==> src/rtl/dmem_store_buffer.sv <==
// rtl/dmem_store_buffer.sv - posted-write store buffer between CPU store port and req/ack data memory
// In-order FIFO drain with youngest-match load forwarding; CPU stalls only on a store into a full buffer.
module dmem_store_buffer #(
  parameter int DEPTH = 4,
  parameter int AW    = 32,
  parameter int DW    = 32
) (
  input  logic                       clk,
  input  logic                       reset,
  input  logic                       cpu_memwrite,
  input  logic [AW-1:0]              cpu_addr,
  input  logic [DW-1:0]              cpu_wdata,
  output logic                       cpu_stall,
  input  logic [AW-1:0]              cpu_raddr,
  output logic                       fwd_hit,
  output logic [DW-1:0]              fwd_data,
  output logic                       mem_req,
  output logic [AW-1:0]              mem_addr,
  output logic [DW-1:0]              mem_wdata,
  input  logic                       mem_ack,
  output logic [$clog2(DEPTH+1)-1:0] count,
  output logic                       empty
);

  localparam int PW = $clog2(DEPTH);
  localparam int CW = $clog2(DEPTH+1);

  typedef enum logic {IDLE, BUSY} state_t;

  state_t          state_q, state_d;
  logic [PW-1:0]   wr_ptr_q, wr_ptr_d;
  logic [PW-1:0]   rd_ptr_q, rd_ptr_d;
  logic [CW-1:0]   count_q, count_d;
  logic [AW-1:0]   mem_addr_q, mem_addr_d;
  logic [DW-1:0]   mem_wdata_q, mem_wdata_d;
  logic [AW-1:0]   buf_addr_q [DEPTH];
  logic [AW-1:0]   buf_addr_d [DEPTH];
  logic [DW-1:0]   buf_data_q [DEPTH];
  logic [DW-1:0]   buf_data_d [DEPTH];

  logic            full;
  logic            push;
  logic            pop;
  logic [PW-1:0]   rd_next;
  logic [PW-1:0]   fwd_idx;
  logic            unused_raddr_bits;

  assign full      = (count_q == CW'(DEPTH));
  assign push      = cpu_memwrite & ~full;
  assign pop       = (state_q == BUSY) & mem_ack;
  assign rd_next   = rd_ptr_q + PW'(1);
  assign cpu_stall = cpu_memwrite & full;
  assign mem_req   = (state_q == BUSY);
  assign mem_addr  = mem_addr_q;
  assign mem_wdata = mem_wdata_q;
  assign count     = count_q;
  assign empty     = (count_q == '0);

  assign unused_raddr_bits = ^cpu_raddr[1:0];

  always_comb begin
    state_d     = state_q;
    wr_ptr_d    = wr_ptr_q;
    rd_ptr_d    = rd_ptr_q;
    count_d     = count_q;
    mem_addr_d  = mem_addr_q;
    mem_wdata_d = mem_wdata_q;
    buf_addr_d  = buf_addr_q;
    buf_data_d  = buf_data_q;

    if (push) begin
      buf_addr_d[wr_ptr_q] = cpu_addr;
      buf_data_d[wr_ptr_q] = cpu_wdata;
      wr_ptr_d             = wr_ptr_q + PW'(1);
    end
    if (pop) begin
      rd_ptr_d = rd_next;
    end

    case ({push, pop})
      2'b10:   count_d = count_q + CW'(1);
      2'b01:   count_d = count_q - CW'(1);
      default: count_d = count_q;
    endcase

    case (state_q)
      IDLE: begin
        if (count_q != '0) begin
          mem_addr_d  = buf_addr_q[rd_ptr_q];
          mem_wdata_d = buf_data_q[rd_ptr_q];
          state_d     = BUSY;
        end
      end
      BUSY: begin
        if (mem_ack) begin
          // A store pushed into a buffer whose last entry is leaving becomes the next head directly.
          if (count_q > CW'(1)) begin
            mem_addr_d  = buf_addr_q[rd_next];
            mem_wdata_d = buf_data_q[rd_next];
          end else if (push) begin
            mem_addr_d  = cpu_addr;
            mem_wdata_d = cpu_wdata;
          end else begin
            state_d = IDLE;
          end
        end
      end
      default: state_d = IDLE;
    endcase
  end

  // Walk oldest to youngest so the youngest match overwrites earlier ones.
  always_comb begin
    fwd_hit  = 1'b0;
    fwd_data = '0;
    fwd_idx  = '0;
    for (int k = 0; k < DEPTH; k++) begin
      fwd_idx = rd_ptr_q + PW'(k);
      if ((CW'(k) < count_q) && (buf_addr_q[fwd_idx][AW-1:2] == cpu_raddr[AW-1:2])) begin
        fwd_hit  = 1'b1;
        fwd_data = buf_data_q[fwd_idx];
      end
    end
  end

  always_ff @(posedge clk) begin
    if (!reset) begin
      state_q     <= IDLE;
      wr_ptr_q    <= '0;
      rd_ptr_q    <= '0;
      count_q     <= '0;
      mem_addr_q  <= '0;
      mem_wdata_q <= '0;
    end else begin
      state_q     <= state_d;
      wr_ptr_q    <= wr_ptr_d;
      rd_ptr_q    <= rd_ptr_d;
      count_q     <= count_d;
      mem_addr_q  <= mem_addr_d;
      mem_wdata_q <= mem_wdata_d;
    end
  end

  always_ff @(posedge clk) begin
    buf_addr_q <= buf_addr_d;
    buf_data_q <= buf_data_d;
  end

endmodule

==> config.mk <==
export PLATFORM = sky130hd
export DESIGN_NAME = dmem_store_buffer
export DESIGN_NICKNAME = d
export VERILOG_FILES = /design/src/rtl/dmem_store_buffer.sv
export SDC_FILE = /design/constraint.sdc
export NUM_CORES = 1
export LEC_CHECK = 0
export ABC_AREA = 1
export CAP_MARGIN = 10
export CORE_MARGIN = 2
export CORE_UTILIZATION = 59
export DETAILED_ROUTE_END_ITERATION = 10
export PLACE_DENSITY_LB_ADDON = 0.25
export SLEW_MARGIN = 20
export SYNTH_ARGS = -nofsm -noshare
export SYNTH_HDL_FRONTEND = slang
export SYNTH_SLANG_ARGS = --single-unit
==> constraint.sdc <==
create_clock -name clk -period 5.5 [get_ports clk]
set_input_delay 0.825 -clock clk [delete_from_list [all_inputs] [get_ports clk]]
set_output_delay 0.825 -clock clk [all_outputs]
set_load 0.1 [all_outputs]
# Word level (Yosys, flattened, before mapping)
# Index checks and enable logic that the tools add are counted.
# word_totals
wordCells,112
ff_bits,328
inputBits,100
# op_classes
n_eq_ne,10
n_addsub,6
magnitude_cmp,11
bitwise,10
mux,52
reduce_logical,9
# op_table
op,n
32-bit two-way mux,29
32-bit binary-select mux with 2-bit select,8
128-bit bitwise mux,2
32-bit one-hot mux with 2 select lines,2
30-bit equality test,4
32-bit demux with 2-bit select,1
3-bit greater-or-equal comparator (second input constant),5
2-bit NOT with 3-bit output,5
1-bit two-way mux,8
1-bit by 3-bit less-than comparator with 1-bit output (first input constant),2
2-bit by 3-bit less-than comparator with 1-bit output (first input constant),2
3-bit one-hot mux with 2 select lines,1
1-bit logical AND,5
2-bit by 1-bit adder with 2-bit output (second input constant),2
2-bit adder (second input constant),2
2-bit != test (second input constant),2
3-bit by 1-bit adder with 3-bit output (second input constant),1
1-bit AND,3
3-bit equality test (second input constant),1
3-bit by 1-bit greater-than comparator with 1-bit output (second input constant),1
3-bit zero test,1
3-bit by 1-bit less-than comparator with 1-bit output (second input constant),1
3-bit by 1-bit != test with 1-bit output (second input constant),1
3-bit AND reduction,1
7 further kinds,8

# Depth between registers and ports, before layout
# logic_depth
depth_word,10
depth_mapped,19
ltp_nobuf,16

# Least setup slack after synthesis
# No wires, ideal clock.
# synth_path
path_kind,reg-to-reg
startpoint,reg count_q[0] (netlist: count[0])
endpoint,reg buf_addr_q[0] (netlist name) (enable)
arrival_ns,4.461
setup_time_ns,0.487
synth_period_minus_slack_ns,4.947
path_slack_ns,0.553
path_buffers,0
path_stages_with_launch,6
path_cell_list,dfxtp_1 > inv_1 > ha_1 > nand2_1 > nand2_1 > nor2_1
# synth_via
elab_chain_len,3
# synth_rtl
item,line_no,rtl
"start, declared",33,"logic [CW-1:0] count_q, count_d;"
"start signal, assigned",138,count_q <= count_d;
3-bit equality test,48,assign full = (count_q == CW'(DEPTH));
1-bit NOT,49,assign push = cpu_memwrite & ~full;
1-bit AND,49,
"end signal, assigned",145,buf_addr_q <= buf_addr_d;
"end, declared",36,logic [AW-1:0] buf_addr_q [DEPTH];
# No other way between the ends.
# A chain may end at the register's enable or synchronous reset.

# Worst setup path in the final report
# layout_path
startpoint,reg rd_ptr_q[0]
endpoint,out fwd_data[25]
# layout_via
elab_chain_len,10
elab_cells_between_ends,43
# layout_rtl
item,line_no,rtl
"start, declared",32,"logic [PW-1:0] rd_ptr_q, rd_ptr_d;"
"start signal, assigned",137,rd_ptr_q <= rd_ptr_d;
2-bit by 1-bit adder with 2-bit output / 2-bit NOT with 3-bit output (equally long branches),"118, 119, 121",
2-bit NOT with 3-bit output (not written as such) / 32-bit binary-select mux with 2-bit select (equally long branches),"119, 121",
32-bit binary-select mux with 2-bit select / 32-bit two-way mux (equally long branches),119,if ((CW'(k) < count_q) && (buf_addr_q[fwd_idx][AW-1:2] == cpu_raddr[AW-1:2])) begin
32-bit two-way mux (not written as such),119,
32-bit two-way mux (not written as such) / 30-bit equality test (equally long branches),119,
30-bit equality test / 1-bit logical AND (equally long branches),119,
1-bit logical AND / 32-bit two-way mux (equally long branches),119,
32-bit two-way mux (2 in series),119,
32-bit two-way mux *,119,
"end, declared",16,"output logic [DW-1:0] fwd_data,"
# Mark *: on every way between the ends. The rest lies on a longest branch, timed or not. The select of a mux whose other input is x is not followed.

==> summary.md <==
| Metric | Value |
|---|---|
| Buffers on Ports | `200` |
| Initial Util | `59.71%` |
| Routed vias/inst | `6.064` |
| Via count | `21.63k` |
| Post-Syn Area | `21190 um2` |
| Vias in the first global route | `20.27k` |
| Pins Over Slew Limit | `0` |
| Maxcap violations | `0` |
| Inserted Clock Buffers | `38` |
| Drc violations | `2` |
| Simple-Gate Fraction of Synth Area | `30.21%` |
| CP peak stage delay | `0.63 ns` |
| Commonest non-fill, non-tap cells in the layout | `926 x nand2_1, 366 x nand3_1, 327 x o21ai_0, 269 x inv_1, 256 x edfxtp_1` |
| Failing checks | `DRC` |
| Sink Count | `328` |
| Crit path top cell by count | `nand2_1` |
| Router iterations before antenna repair | `9` |
| Slowest-stage cell, CP | `dfxtp_4` |
| Clock transition at path regs | `0.06 ns` |
| CP Capture Type | `primary output` |
| Skew final | `0.02195 ns` |
| Die Wd | `193.5 um` |
| Final Hold Vio Count | `0` |
| Synth Instances | `2978` |
| Row count | `69` |
| Synth Area in Compound Gates | `13.79%` |
| DRT iter0 DRCs | `2869` |
| Initial antenna violation count | `4` |
| Clk buf depth | `3` |
| Routed length per instance | `19.69 um` |
| Hold WC Path Type | `flip-flop to flip-flop` |
| RSZ-0062 raised after global routing | `no` |
| I/O pins | `203` |
| Post-Syn Nets | `3087` |
| P&R area growth vs syn | `17.95%` |
| RD Place Congestion | `0.9708` |
| Syn. warnings | `0` |
| Number of synthesized register bits | `328` |
| Core Util, Final | `70.43%` |
| Core area | `35480 um2` |
| Final antenna-violating net count | `0` |
| Critical path startpoint category | `flip-flop` |
| Fin crit share | `96.34%` |
| Post-CTS sizing | `1` |
| CP cell instances | `buf_12, nand2_1, nand3_1, nand2_1, nand2_1, nand2_1, a21oi_1, nand2_1, nor2_1, nand2_1, nor2_2, buf_4, a21oi_1, a21oi_1, buf_12` |
| Hold Buf Count CTS | `0` |
| Crit path arrival time | `4.47 ns` |
| CTS tree | `yes` |
| Required @ worst endpoint | `4.68 ns` |
| Full die area | `37440 um2` |
| Yosys top cell area share | `36.28%` |
| Worst-margin pin slew | `1.101 ns` |
| Placed Cells | `3494` |
| GR Overflow Total | `0` |
| Final nets | `3182` |
| Post-CTS Setup Inserts | `0` |
| Status | `finished with violations` |
| Syn avg cell area | `7.115 um2` |
| Final setup viols | `0` |
| Largest family of logic cells by synthesized area | `simple AND/OR/NAND/NOR gates` |
| Total track usage | `36.50%` |
| Hold path cells | `2` |
| Worst Reg-to-Reg Cells | `9` |
| Clk root buf | `clkbuf_16` |
| Maximum vdd drop | `481.6 uV` |
| Post-synth ARST share | `0%` |
| Die Ht | `193.5 um` |
| Post-synthesis sequential area ratio | `43.08%` |
| CP max FO | `156` |
| Library cells used by synthesis | `35` |
| Fin crit period | `5.299 ns` |
| Leakage | `10.89 nW` |
| Skew-Pair Late Insertion Delay | `0.55 ns` |
| Critical Setup Path Class | `flip-flop to primary output` |
| Fraction of layout cells with a size suffix above 1 | `5.255%` |
| Final TNS setup | `0 ns` |
| H-Tree Depth | `2` |
| Most used DFF post-synth | `edfxtp_1` |
| Slew headroom | `26.58%` |
| Adder-Cell Fraction of Synth Area | `0.5315%` |
| Fillers | `2847` |
| P per Cell Area | `400.6 nW/um2` |
| Post-Synth XOR/XNOR Area | `0.3720%` |
| Maximum clock frequency | `188.7 MHz` |
| Mux share of post-synthesis cell area | `3.024%` |
| Final Instance Count excl. Fillers | `3566` |
| Drt total wl | `70200 um` |
| Post-DP HPWL | `44670 um` |
| Largest net degree at the start of global routing | `179` |
| Post-synth EDFFs | `256` |
| Largest area contributor in the netlist | `edfxtp_1` |
| Wire length of the first global-routing pass | `108200 um` |
| Commonest non-fill, non-tap cell in the layout | `nand2_1` |
| Synth top area cells | `edfxtp_1 36%, nand2_1 16%, nand3_1 8.6%, o21ai_0 7.7%, dfxtp_1 6.8%` |
[synthesized netlist by cell type, types with 3 or more instances]
master and count:
nand3_1 366, buf_6 5, nor2_1 233, buf_4 16, nand4_1 10, clkinv_1 6, xor2_1 9, nand2_2 3
nand2_1 927, dfxtp_1 72, o21ai_1 7, buf_2 54, o31ai_1 32, a21oi_1 129, a31oi_1 8, inv_1 269
buf_1 28, nor2_2 5, a22oi_1 6, o211ai_1 19, or2_2 11, clkbuf_1 77, o21ai_0 327, edfxtp_1 256
mux2i_1 64, inv_2 5, ha_1 9, o22ai_1 15
[flip-flops by register name (all words and copies together) (netlist names)]
signal	cells
mem_req	1
buf_data_q	128
count	3
rd_ptr_q	2
mem_addr	32
mem_wdata	32
buf_addr_q	128
wr_ptr_q	2
[cells by family (layout without fill, tap and decap cells)]
| kind of cell | after synthesis | after routing |
|---|---|---|
| simple gates | 1559 | 1559 |
| compound gates | 547 | 547 |
| buf+inv | 462 | 586 |
| flops | 328 | 328 |
| mux | 64 | 64 |
| fa+ha+maj | 9 | 9 |
| xor+xnor | 9 | 9 |
| other cells | 0 | 3 |
[through the flow]
| step | area, um2 | setup WS, ns | power (mW) | hold WS (ns) |
|---|---|---|---|---|
| floorplan | 21190 | 0.5526 | 6.229 | 0.4903 |
| global placement | 23710 | 0.6507 | 7.299 | 0.5116 |
| detailed placement | 23710 | 0.5431 | 7.389 | 0.5416 |
| CTS | 24960 | 0.1688 | 9.928 | 0.5564 |
| global route | 24990 | 0.01385 | 10.44 | 0.5745 |
| finish | 24990 | 0.2014 | 10.01 | 0.5495 |
[power by group]
group	total (mW)	switching, mW	internal, mW
sequential	3.14	0.193	2.95
clock	2.56	1.06	1.49
combinational	4.31	3.24	1.07
total	10.0	4.50	5.51
[routing by layer]
metal	part of all wire [%]	track usage, %
met1	39	49.80
met2	45	56.67
met3	12	7.270
met4	3.8	16.00
met5	0.037	0
[final cells by class]
class	instances	area [um2]	area share, %
antenna	3	7.507	0.03004
clock inverter	20	207.7	0.8311
clock buffer	49	1044	4.175
tap	461	576.8	2.308
inverter	282	1064	4.256
multi-input combinational	2188	10200	40.83
timing repair buffer	235	2751	11.01
sequential	328	9138	36.56
[critical path: cells and delay by family, from the launching register on]
kind | cells | cell delay [ns]
buf+inv | 3 | 1.27
compound gates | 3 | 0.83
flops | 1 | 0.63
simple gates | 9 | 1.05
[final timing paths]
path	startpoint	to	slack, ns
worst min-delay path	mem_addr[18]	mem_addr[18]	0.55
worst max-delay path	rd_ptr_q[0]	fwd_data[25]	0.20
worst min register to register	mem_addr[18]	mem_addr[18]	0.55
worst max register to register	rd_ptr_q[0]	mem_wdata[8]	1.93
Note: power is estimated with default switching activity, not from simulation.
